**src/rtl/operand_entry.sv**
```systemverilog
// Debounced operand-entry stage feeding fullAdder_4b: synchronizes switches and buttons,
// registers a/b/cin and pulses upd on every update. Define OPERAND_ENTRY_REPEAT_EN for hold-repeat on a/b.
module operand_entry #(
  parameter int DEB_CYCLES    = 500000,
  parameter int REPEAT_CYCLES = 25000000
) (
  input  logic       clk,
  input  logic       reset,
  input  logic [3:0] sw,
  input  logic       btn_a,
  input  logic       btn_b,
  input  logic       btn_cin,
  output logic [3:0] a,
  output logic [3:0] b,
  output logic       cin,
  output logic       upd
);

  localparam int                CW      = $clog2(DEB_CYCLES);
  localparam logic [CW-1:0]     CNT_MAX = CW'(DEB_CYCLES - 1);
  localparam int                BTN_A   = 0;
  localparam int                BTN_B   = 1;
  localparam int                BTN_CIN = 2;

  if (DEB_CYCLES < 2 || REPEAT_CYCLES < 2) begin : g_bad_param
    $error("operand_entry: DEB_CYCLES and REPEAT_CYCLES must both be >= 2");
  end

  logic [3:0]    r_sw_s1, r_sw_s2;
  logic [2:0]    r_btn_s1, r_btn_s2;
  logic [2:0]    r_deb, r_deb_q;
  logic [CW-1:0] r_cnt [3];
  logic [2:0]    w_btn_raw;
  logic [2:0]    w_rise;

  logic [3:0]    r_a, r_b;
  logic          r_cin, r_upd;
  logic [3:0]    w_a_nxt, w_b_nxt;
  logic          w_cin_nxt, w_upd_nxt;

  assign w_btn_raw = {btn_cin, btn_b, btn_a};

  // NOTE: sequential state uses non-blocking (<=) so every flop samples pre-edge values;
  // the small counter array is reset like any other register so an aborted debounce restarts cleanly.
  always_ff @(posedge clk or negedge reset) begin
    if (!reset) begin
      r_sw_s1  <= '0;
      r_sw_s2  <= '0;
      r_btn_s1 <= '0;
      r_btn_s2 <= '0;
      r_deb    <= '0;
      r_deb_q  <= '0;
      for (int i = 0; i < 3; i++) r_cnt[i] <= '0;
    end else begin
      r_sw_s1  <= sw;
      r_sw_s2  <= r_sw_s1;
      r_btn_s1 <= w_btn_raw;
      r_btn_s2 <= r_btn_s1;
      r_deb_q  <= r_deb;
      for (int i = 0; i < 3; i++) begin
        if (r_btn_s2[i] == r_deb[i]) begin
          r_cnt[i] <= '0;
        end else if (r_cnt[i] == CNT_MAX) begin
          r_deb[i] <= ~r_deb[i];
          r_cnt[i] <= '0;
        end else begin
          r_cnt[i] <= r_cnt[i] + 1'b1;
        end
      end
    end
  end

  assign w_rise = r_deb & ~r_deb_q;

`ifdef OPERAND_ENTRY_REPEAT_EN
  localparam int            RW      = $clog2(REPEAT_CYCLES);
  localparam logic [RW-1:0] REP_MAX = RW'(REPEAT_CYCLES - 1);

  logic [RW-1:0] r_rep_cnt [2];
  logic [1:0]    w_held;
  logic [1:0]    w_rep_fire;

  // Held means debounced high past the rise cycle, so the initial load restarts the period.
  assign w_held = r_deb[1:0] & r_deb_q[1:0];

  always_comb begin
    for (int i = 0; i < 2; i++) w_rep_fire[i] = w_held[i] && (r_rep_cnt[i] == REP_MAX);
  end

  always_ff @(posedge clk or negedge reset) begin
    if (!reset) begin
      for (int i = 0; i < 2; i++) r_rep_cnt[i] <= '0;
    end else begin
      for (int i = 0; i < 2; i++) begin
        if (!w_held[i] || w_rep_fire[i]) r_rep_cnt[i] <= '0;
        else                             r_rep_cnt[i] <= r_rep_cnt[i] + 1'b1;
      end
    end
  end
`endif

  // NOTE: every always_comb output gets a default first so no path can infer a latch.
  always_comb begin
    w_a_nxt   = r_a;
    w_b_nxt   = r_b;
    w_cin_nxt = r_cin;
    w_upd_nxt = 1'b0;
    if (w_rise[BTN_A]) begin
      w_a_nxt   = r_sw_s2;
      w_upd_nxt = 1'b1;
    end
    if (w_rise[BTN_B]) begin
      w_b_nxt   = r_sw_s2;
      w_upd_nxt = 1'b1;
    end
    if (w_rise[BTN_CIN]) begin
      w_cin_nxt = ~r_cin;
      w_upd_nxt = 1'b1;
    end
`ifdef OPERAND_ENTRY_REPEAT_EN
    if (w_rep_fire[BTN_A]) begin
      w_a_nxt   = r_a + 4'd1;
      w_upd_nxt = 1'b1;
    end
    if (w_rep_fire[BTN_B]) begin
      w_b_nxt   = r_b + 4'd1;
      w_upd_nxt = 1'b1;
    end
`endif
  end

  always_ff @(posedge clk or negedge reset) begin
    if (!reset) begin
      r_a   <= '0;
      r_b   <= '0;
      r_cin <= 1'b0;
      r_upd <= 1'b0;
    end else begin
      r_a   <= w_a_nxt;
      r_b   <= w_b_nxt;
      r_cin <= w_cin_nxt;
      r_upd <= w_upd_nxt;
    end
  end

  assign a   = r_a;
  assign b   = r_b;
  assign cin = r_cin;
  assign upd = r_upd;

endmodule

```
**config.mk**
```make
export PLATFORM = sky130hd
export DESIGN_NAME = operand_entry
export DESIGN_NICKNAME = d
export VERILOG_FILES = /design/src/rtl/operand_entry.sv
export SDC_FILE = /design/constraint.sdc
export NUM_CORES = 1
export LEC_CHECK = 0
export ABC_AREA = 1
export CORE_UTILIZATION = 50
export DETAILED_ROUTE_END_ITERATION = 16
export PLACE_DENSITY = 0.66
export SYNTH_ARGS = -nofsm -noshare
export SYNTH_HDL_FRONTEND = slang
export SYNTH_SLANG_ARGS = --single-unit
export TNS_END_PERCENT = 20
```
**constraint.sdc**
```tcl
create_clock -name clk -period 3.7 [get_ports clk]
set_input_delay 0.74 -clock clk [delete_from_list [all_inputs] [get_ports clk]]
set_output_delay 0.74 -clock clk [all_outputs]
set_load 0.03 [all_outputs]
```
Yosys cells after proc, flatten, opt, wreduce, memory -nomap -nowiden
Index checks and enable logic that the tools add are counted.
{"block": "classes", "add_sub_neg": 3, "multipliers": 0, "magnitude_cmp": 0, "mux": 9, "shifts": 0, "bitwise_logic": 9, "n_eq_ne": 6, "reduce_logical": 3, "div_mod_pow": 0}
{"operator": "$mux 19", "n": 6}
{"operator": "$add 19x1->19 const B", "n": 3}
{"operator": "$eq 19x19->1 const B", "n": 3}
{"operator": "$not 1->1", "n": 7}
{"operator": "$reduce_and 2->1", "n": 3}
{"operator": "$and 3x3->3", "n": 1}
{"operator": "$eq 1x1->1", "n": 3}
{"operator": "$mux 1", "n": 3}
{"operator": "$not 3->3", "n": 1}
{"block": "word_totals", "rom_bits": 0, "ramBits": 0, "latchBits": 0, "ff_bits": 87, "word_cells": 45, "n_memories": 0, "in_bits": 9, "out_inout_bits": 10}

Longest topological paths before layout
Gate-level depths: netlist (run 1).
{"block": "depth", "ltp_word": 5, "mapped_depth": 9, "mapped_depth_nobuf": 8}

Worst setup path after synthesis (run 1)
No wires, ideal clock.
{"block": "synth_path", "path_type": "reg2reg", "startpoint": "reg r_cnt[19] (netlist bit)", "endpoint": "reg r_cnt[37] (netlist bit)", "arrival_time_ns": 1.136, "period_less_slack_ns": 1.255, "setup_time_ns": 0.119, "required_ns": 3.581, "path_buffers": 0, "path_slack_ns": 2.445, "path_stages_with_launch": 9, "path_cell_list": "dfrtp_1 -> ha_1 -> nand2_1 -> nor2_1 -> nand2_1 -> nor2_1 -> nand3_1 -> nand3_1 -> nor2_1"}
{"block": "synth_between", "elab_chain_len": 3, "elab_cells_between_ends": 4, "classes_between": "add/sub: 1; eq/ne: 1; mux: 2"}
{"item": "start, declared", "line_no": "32", "source": "logic [CW-1:0] r_cnt [3];"}
{"item": "start signal, assigned by index", "line_no": "67", "source": "r_cnt[i] <= r_cnt[i] + 1'b1;"}
{"item": "$add 19x1->19 / $eq 19x19->1 (equally long branches)", "line_no": "67, 63"}
{"item": "$mux 19 *", "line_no": "63", "source": "end else if (r_cnt[i] == CNT_MAX) begin"}
{"item": "$mux 19 *", "line_no": "61", "source": "if (r_btn_s2[i] == r_deb[i]) begin"}
Mark *: on every way between the ends. The rest lies on a longest branch, timed or not.
A chain may end at the register's enable or synchronous reset.

Worst setup path in the final report (run 1)
{"block": "layout_path", "startpoint": "reg r_cin (netlist: cin)", "endpoint": "out cin"}
{"item": "start, declared", "line_no": "37", "source": "logic r_cin, r_upd;"}
{"item": "start signal, assigned", "line_no": "141", "source": "r_cin <= w_cin_nxt;"}
{"item": "end, declared", "line_no": "15", "source": "output logic cin,"}
No word-level cell between the ends.

==> flow_summary_export.csv, run 1 <==
group,metric,value,unit
hold_path,hp-class,"flip-flop to flip-flop",
setup_path,cp_data_required_time,2.96,ns
grt,grt_util_all_layers,21.0,%
setup_path,cp.arrival,1.43,ns
setup_path,start_kind,"flip-flop",
setup_path,critPathSlowestCell,"clkdlybuf4s50_1",
setup_path,path_cells,"clkdlybuf4s50_1",
timing,finClkSkew,0.0108,ns
clock_network,numCtsBuffers,9,
clock_network,cts_htree_levels,3,
route,drt_iter0_markers,93,
outcome,status,"finished, final reports clean",
route,routed_via_density,4.96,
yosys,synth_nets,535,
place,port_buffers,18,
die,coreArea,0.00822,mm2
route,routed_wl,7.91,mm
timing,finalMaxSlewViolations,0,
grt,grt.overflow.total,0,
setup_path,cp-end-kind,"output port",
cells_and_area,fin_nets,564,
hold_path,min_path_cells,0,
setup_path,rr_worst_depth,6,
timing,rsz0062_at_grt,"false",
clock_network,clk_latency,0.36,ns
timing,worst_pin_slew,0.662,ns
pwr,leakagePower,2.06,nW
grt,grt_first_pass_wirelength,14.7,mm
cells_and_area,antenna_cells,0,
timing,setup_viol,0,
pwr,peakVddDrop,0.000292,V
yosys,netlist_area,0.00424,mm2
pwr,clkPwrFrac,39.5,%
timing,fin_tns_setup,0,ns
yosys,yosysUniqueCellTypes,26,
yosys,synth_top_area_share,51.3,%
route,drt_first_pass_iters,4,
pwr,p_int,0.00126,W
die,dieWidth,94.1,um
yosys,ys_seq_area_share,51.3,%
die,die_y,94.1,um
yosys,yosysWarnings,0,
pwr,combPwrFrac,3.5,%
clock_network,ctsHoldBuffers,0,
place,place_congestion,0.858,
route,route.vias.total,3285,
yosys,ys_async_sr_fraction,100,%
cells_and_area,syn2layout_area_growth,12.3,%
cells_and_area,drive_above_1_share,8.80,%
die,num_rows,33,
die,start_util,51.6,%
route,ant_nets,0,
cells_and_area,final_cells,662,
clock_network,postCtsSetupRepairBufs,0,
setup_path,cp.depth,1,
clock_network,clockBufferDepth,2,
yosys,ys.flop_type,"dfrtp_1",
setup_path,critical_path_class,"flip-flop to output port",
clock_network,clock_sink_count,87,
clock_network,path_clk_slew,0.11,ns
setup_path,critPathMaxFanout,2,
cells_and_area,utilization,58.0,%
timing,period_needed,2.17,ns
pwr,p_sw_share,26.6,%
setup_path,cpPeakStageDelay,0.69,ns
yosys,avgSynthCellArea,8.11,um2
yosys,ys_top_cells_by_area,"dfrtp_1 51%, nor2_1 12%, nand2_1 8.8%",
place,dp_hpwl,5.79,mm
grt,grt_pass1_vias,3248,
yosys,synth_edf_count,0,
cells_and_area,fillers,767,
clock_network,clockRootBuffer,"clkbuf_8",
pwr,p_switching,0.000454,W
die,die_area,0.00886,mm2
yosys,ys_top_cells_by_count,"134 x nor2_1, 100 x nand2_1, 87 x dfrtp_1, 54 x inv_1, 41 x nand3_1",
timing,fmax,460,MHz
setup_path,path_delay_family,"buffers and inverters",
timing,post-route-period-util,58.7,%
run,max-cap-violations,0,
timing,hold_viol,0,
route,drc_errors,0,
pwr,cellPowerDensity,359,mW/mm2
setup_path,crit_buf_inv,1,
die,num_io_pins,19,
clock_network,cts_tree,"done",
grt,grt_max_degree,52,
grt,antenna_found_initial,0,
yosys,yosysMostFrequentCell,"nor2_1",
yosys,synth_top_area_cell,"dfrtp_1",
yosys,postSynthCellCount,523,
route,wire_per_inst,12.0,um
pwr,seqPwrFrac,57.0,%
clock_network,cts_resized,0,
yosys,synth-seq-cells,87,
timing,slew_headroom,55.9,%
place,place_inst,646,
==> logic make-up after synthesis <==
| group | synth area share (%) |
|---|---|
| simple gates | 32.2 |
| flops | 51.3 |
| buf+inv | 5.28 |
| xor+xnor | 6.78 |
| compound gates | 3.51 |
| fa+ha+maj | 0.885 |
==> worst paths after layout <==
check / slack (ns) / to / startpoint
worst min register to register: 0.36 / r_btn_s2[1]$_DFF_PN0_ / r_btn_s1[1]$_DFF_PN0_
worst max-delay path: 1.53 / cin / cin$_DFFE_PN0P_
worst min-delay path: 0.36 / r_btn_s2[1]$_DFF_PN0_ / r_btn_s1[1]$_DFF_PN0_
max in group asynchronous: 2.53 / r_cnt[40]$_DFF_PN0_ / reset
worst max register to register: 2.22 / r_cnt[27]$_DFF_PN0_ / r_cnt[19]$_DFF_PN0_
min in group asynchronous: 0.41 / r_cnt[30]$_DFF_PN0_ / reset
==> layer usage <==
layer / GRT usage [%] / vias up / wire length, um
li1: - / 1678 / -
met1: 27.9 / 1564 / 3980
met2: 34.9 / 37 / 3660
met3: 3.96 / 6 / 183
met4: 5.90 / 0 / 86
met5: 0 / - / 0
==> registers in the layout, summed over array words and instances, names as in the netlist <==
name      count
r_btn_s2      3
r_sw_s1       4
b             4
r_deb_q       3
r_sw_s2       4
upd           1
r_deb         3
r_btn_s1      3
r_cnt        57
a             4
cin           1
==> cells in the final DEF, fill, tap and decap left out, types with 4 or more instances in the layout <==
master           instances
nor2_1                 134
nand4_1                  5
nor2_4                   7
o21ai_0                 16
clkbuf_8                 9
inv_1                   54
clkdlybuf4s50_1         17
xnor2_1                 11
nor2_2                   7
nand2_2                 10
nand3_1                 41
dfrtp_1                 87
nand2_1                100
xor2_1                  20
a21oi_1                 10
inv_6                    4
==> area by class of cell <==
class | count | area [um2] | share of cell area [%]
multi-input cells | 377 | 1840 | 38.7
well taps | 105 | 131 | 2.76
repair buffers | 20 | 193 | 4.04
clock inverters | 7 | 83.8 | 1.76
flip-flops and latches | 87 | 2180 | 45.7
inverters | 57 | 214 | 4.49
clock buffers | 9 | 124 | 2.60
==> power groups by stage <==
| stage | combinational (W) | sequential, W | clock [W] |
|---|---|---|---|
| floorplan | 0.0000253 | 0.000991 | 0 |
| finish | 0.0000595 | 0.000974 | 0.000676 |
| global route | 0.0000711 | 0.000977 | 0.000734 |
| global placement | 0.0000603 | 0.000992 | 0 |
| detailed placement | 0.0000622 | 0.000993 | 0 |
| CTS | 0.0000622 | 0.000974 | 0.000692 |
==> per-stage QoR <==
step / instance area, um2 / power [W] / hold slack (ns) / setup slack, ns
floorplan: 4240 / 0.00102 / 0.331 / 2.45
global route: 4760 / 0.00178 / 0.366 / 1.47
finish: 4760 / 0.00171 / 0.356 / 1.53
global placement: 4560 / 0.00105 / 0.332 / 1.95
CTS: 4760 / 0.00173 / 0.364 / 1.52
detailed placement: 4560 / 0.00106 / 0.338 / 1.94
(Power assumes the default switching activity.)
==> run 2: changes to the inputs <==
--- a/config.mk
+++ b/config.mk
@@ -8,7 +8,7 @@
 export ABC_AREA = 1
 export CORE_UTILIZATION = 50
 export DETAILED_ROUTE_END_ITERATION = 16
-export PLACE_DENSITY = 0.66
+export PLACE_DENSITY = 0.69
 export SYNTH_ARGS = -nofsm -noshare
 export SYNTH_HDL_FRONTEND = slang
 export SYNTH_SLANG_ARGS = --single-unit
==> constraint.sdc (replaced) <==
create_clock -name clk -period 1.88 [get_ports clk]
set_input_delay 0.376 -clock clk [delete_from_list [all_inputs] [get_ports clk]]
set_output_delay 0.376 -clock clk [all_outputs]
set_load 0.03 [all_outputs]
==> run 2 against run 1 <==
  * Total power rose by 100%
  * Critical path depth did not move
  * Combinational power rose by 110%
  * Critical path type unchanged
  * Largest cell class unchanged
  * Highest routed layer unchanged
==> flow_summary_export.csv, run 2 (same netlist as run 1, synthesis figures left out) <==
group,metric,value,unit
timing,worst_pin_slew,0.476,ns
grt,antenna_found_initial,0,
die,num_rows,33,
die,die_y,94.1,um
clock_network,cts_htree_levels,3,
clock_network,clockRootBuffer,"clkbuf_8",
timing,period_needed,1.78,ns
grt,grt.overflow.total,0,
cells_and_area,antenna_cells,0,
die,start_util,51.6,%
setup_path,crit_buf_inv,1,
cells_and_area,syn2layout_area_growth,13.1,%
cells_and_area,largest_register,"r_cnt",
setup_path,cp.arrival,1.40,ns
timing,setup_viol,0,
timing,hold_viol,0,
die,dieWidth,94.1,um
setup_path,path_delay_family,"buffers and inverters",
grt,grt_pass1_vias,3192,
setup_path,critPathMaxFanout,2,
cells_and_area,drive_above_1_share,8.94,%
clock_network,path_clk_slew,0.10,ns
timing,finClkSkew,0.0106,ns
cells_and_area,fillers,739,
setup_path,cp_data_required_time,1.50,ns
clock_network,clk_latency,0.36,ns
clock_network,numCtsBuffers,9,
clock_network,cts_resized,0,
outcome,status,"finished, final reports clean",
route,routed_wl,8.05,mm
grt,grt_max_degree,58,
clock_network,cts_tree,"done",
hold_path,hold_start,"r_sw_s1[2]$_DFF_PN0_",
clock_network,clockBufferDepth,2,
timing,post-route-period-util,94.6,%
run,max-cap-violations,0,
setup_path,critPathSlowestCell,"clkdlybuf4s50_1",
hold_path,min_to,"r_sw_s2[2]$_DFF_PN0_",
route,routed_via_density,4.81,
hold_path,min_path_cells,0,
setup_path,cp-end-kind,"output port",
setup_path,start_kind,"flip-flop",
cells_and_area,multiInputGateArea,0.00184,mm2
grt,grt_util_all_layers,21.3,%
timing,rsz0062_at_grt,"false",
route,drt_iter0_markers,130,
cells_and_area,fin_nets,566,
cells_and_area,regArea,0.00218,mm2
timing,finalMaxSlewViolations,0,
route,wire_per_inst,12.1,um
place,dp_hpwl,5.92,mm
route,drc_errors,0,
setup_path,r2r_slack,0.38,ns
place,port_buffers,18,
setup_path,cpPeakStageDelay,0.68,ns
die,coreArea,0.00822,mm2
route,ant_nets,0,
setup_path,regToRegEndpoint,"r_cnt[36]$_DFF_PN0_",
place,place_congestion,0.855,
cells_and_area,largest_register_ffs,57,
hold_path,hp-class,"flip-flop to flip-flop",
clock_network,clock_sink_count,87,
place,place_inst,647,
pwr,leakagePower,2.08,nW
die,die_area,0.00886,mm2
grt,grt_first_pass_wirelength,14.5,mm
cells_and_area,final_cells,664,
setup_path,cp.depth,1,
pwr,cellPowerDensity,713,mW/mm2
setup_path,reg2reg_from,"r_cnt[19]$_DFF_PN0_",
setup_path,path_cells,"clkdlybuf4s50_1",
route,drt_first_pass_iters,4,
die,num_io_pins,19,
setup_path,rr_worst_depth,6,
route,route.vias.total,3191,
setup_path,critical_path_class,"flip-flop to output port",
timing,slew_headroom,68.1,%
cells_and_area,final_common_cell,"nor2_1",
timing,fin_tns_setup,0,ns
cells_and_area,mostFrequentLayoutCells,"134 x nor2_1, 100 x nand2_1, 87 x dfrtp_1",
pwr,peakVddDrop,0.000510,V
timing,fmax,562,MHz
run 2: stage by stage:
step	worst slack [ns]	hold slack, ns	power (W)	instance area [um2]	utilization (%)
2_1_floorplan	0.625	0.0804	0.00200	4240	-
3_3_place_gp	0.467	0.208	0.00208	4580	55.7
3_5_place_dp	0.383	0.206	0.00208	4580	55.7
4_1_cts	0.0814	0.354	0.00347	4800	58.4
5_1_grt	0.0397	0.358	0.00358	4800	58.4
6_report	0.102	0.359	0.00342	4800	58.4
run 2: routing by layer:
metal  wire length [um]  GRT usage, %
met5                  0             0
met2               3790          34.5
met1               4010          28.9
met3                177          4.21
met4                 81          6.15
run 2: how the worst max path moves through the flow:
stage / from / to / slack, ns
global route: b[3]$_DFFE_PN0P_ / b[3] / 0.04
global placement: r_cnt[19]$_DFF_PN0_ / r_cnt[19]$_DFF_PN0_ / 0.47
detailed placement: r_cnt[19]$_DFF_PN0_ / r_cnt[20]$_DFF_PN0_ / 0.38
CTS: cin$_DFFE_PN0P_ / cin / 0.08
finish: cin$_DFFE_PN0P_ / cin / 0.10
floorplan: r_cnt[19]$_DFF_PN0_ / r_cnt[37]$_DFF_PN0_ / 0.63
run 2: power by group:
| part | leakage, nW | internal (W) | switching [W] |
|---|---|---|---|
| Sequential | 1.18 | 0.00190 | 0.0000179 |
| Combinational | 0.792 | 0.0000430 | 0.0000817 |
| Clock | 0.108 | 0.000647 | 0.000734 |
run 2: what timing repair did:
item	in CTS	in global routing
setup endpoints to repair	0	0
hold endpoints to repair	6	0
setup buffers	0	0
hold buffers	1	0
run 2: cell type report:
cell class                 instances  share of cell area [%]
multi-input combinational        377                    38.4
sequential                        87                    45.4
timing repair buffer              22                    4.64
clock inverter                     7                    1.83
tap                              105                    2.74
clock buffer                       9                    2.58
inverter                          57                    4.46
==> run 3: changes to the inputs <==
--- a/config.mk
+++ b/config.mk
@@ -6,6 +6,8 @@
 export NUM_CORES = 1
 export LEC_CHECK = 0
 export ABC_AREA = 1
+export ABC_CLOCK_PERIOD_IN_PS = 1880
+export CORE_MARGIN = 1
 export CORE_UTILIZATION = 50
 export DETAILED_ROUTE_END_ITERATION = 16
 export PLACE_DENSITY = 0.69
==> results of run 3 <==
No change in the layout: final DEF, timing and power equal those of run 2.
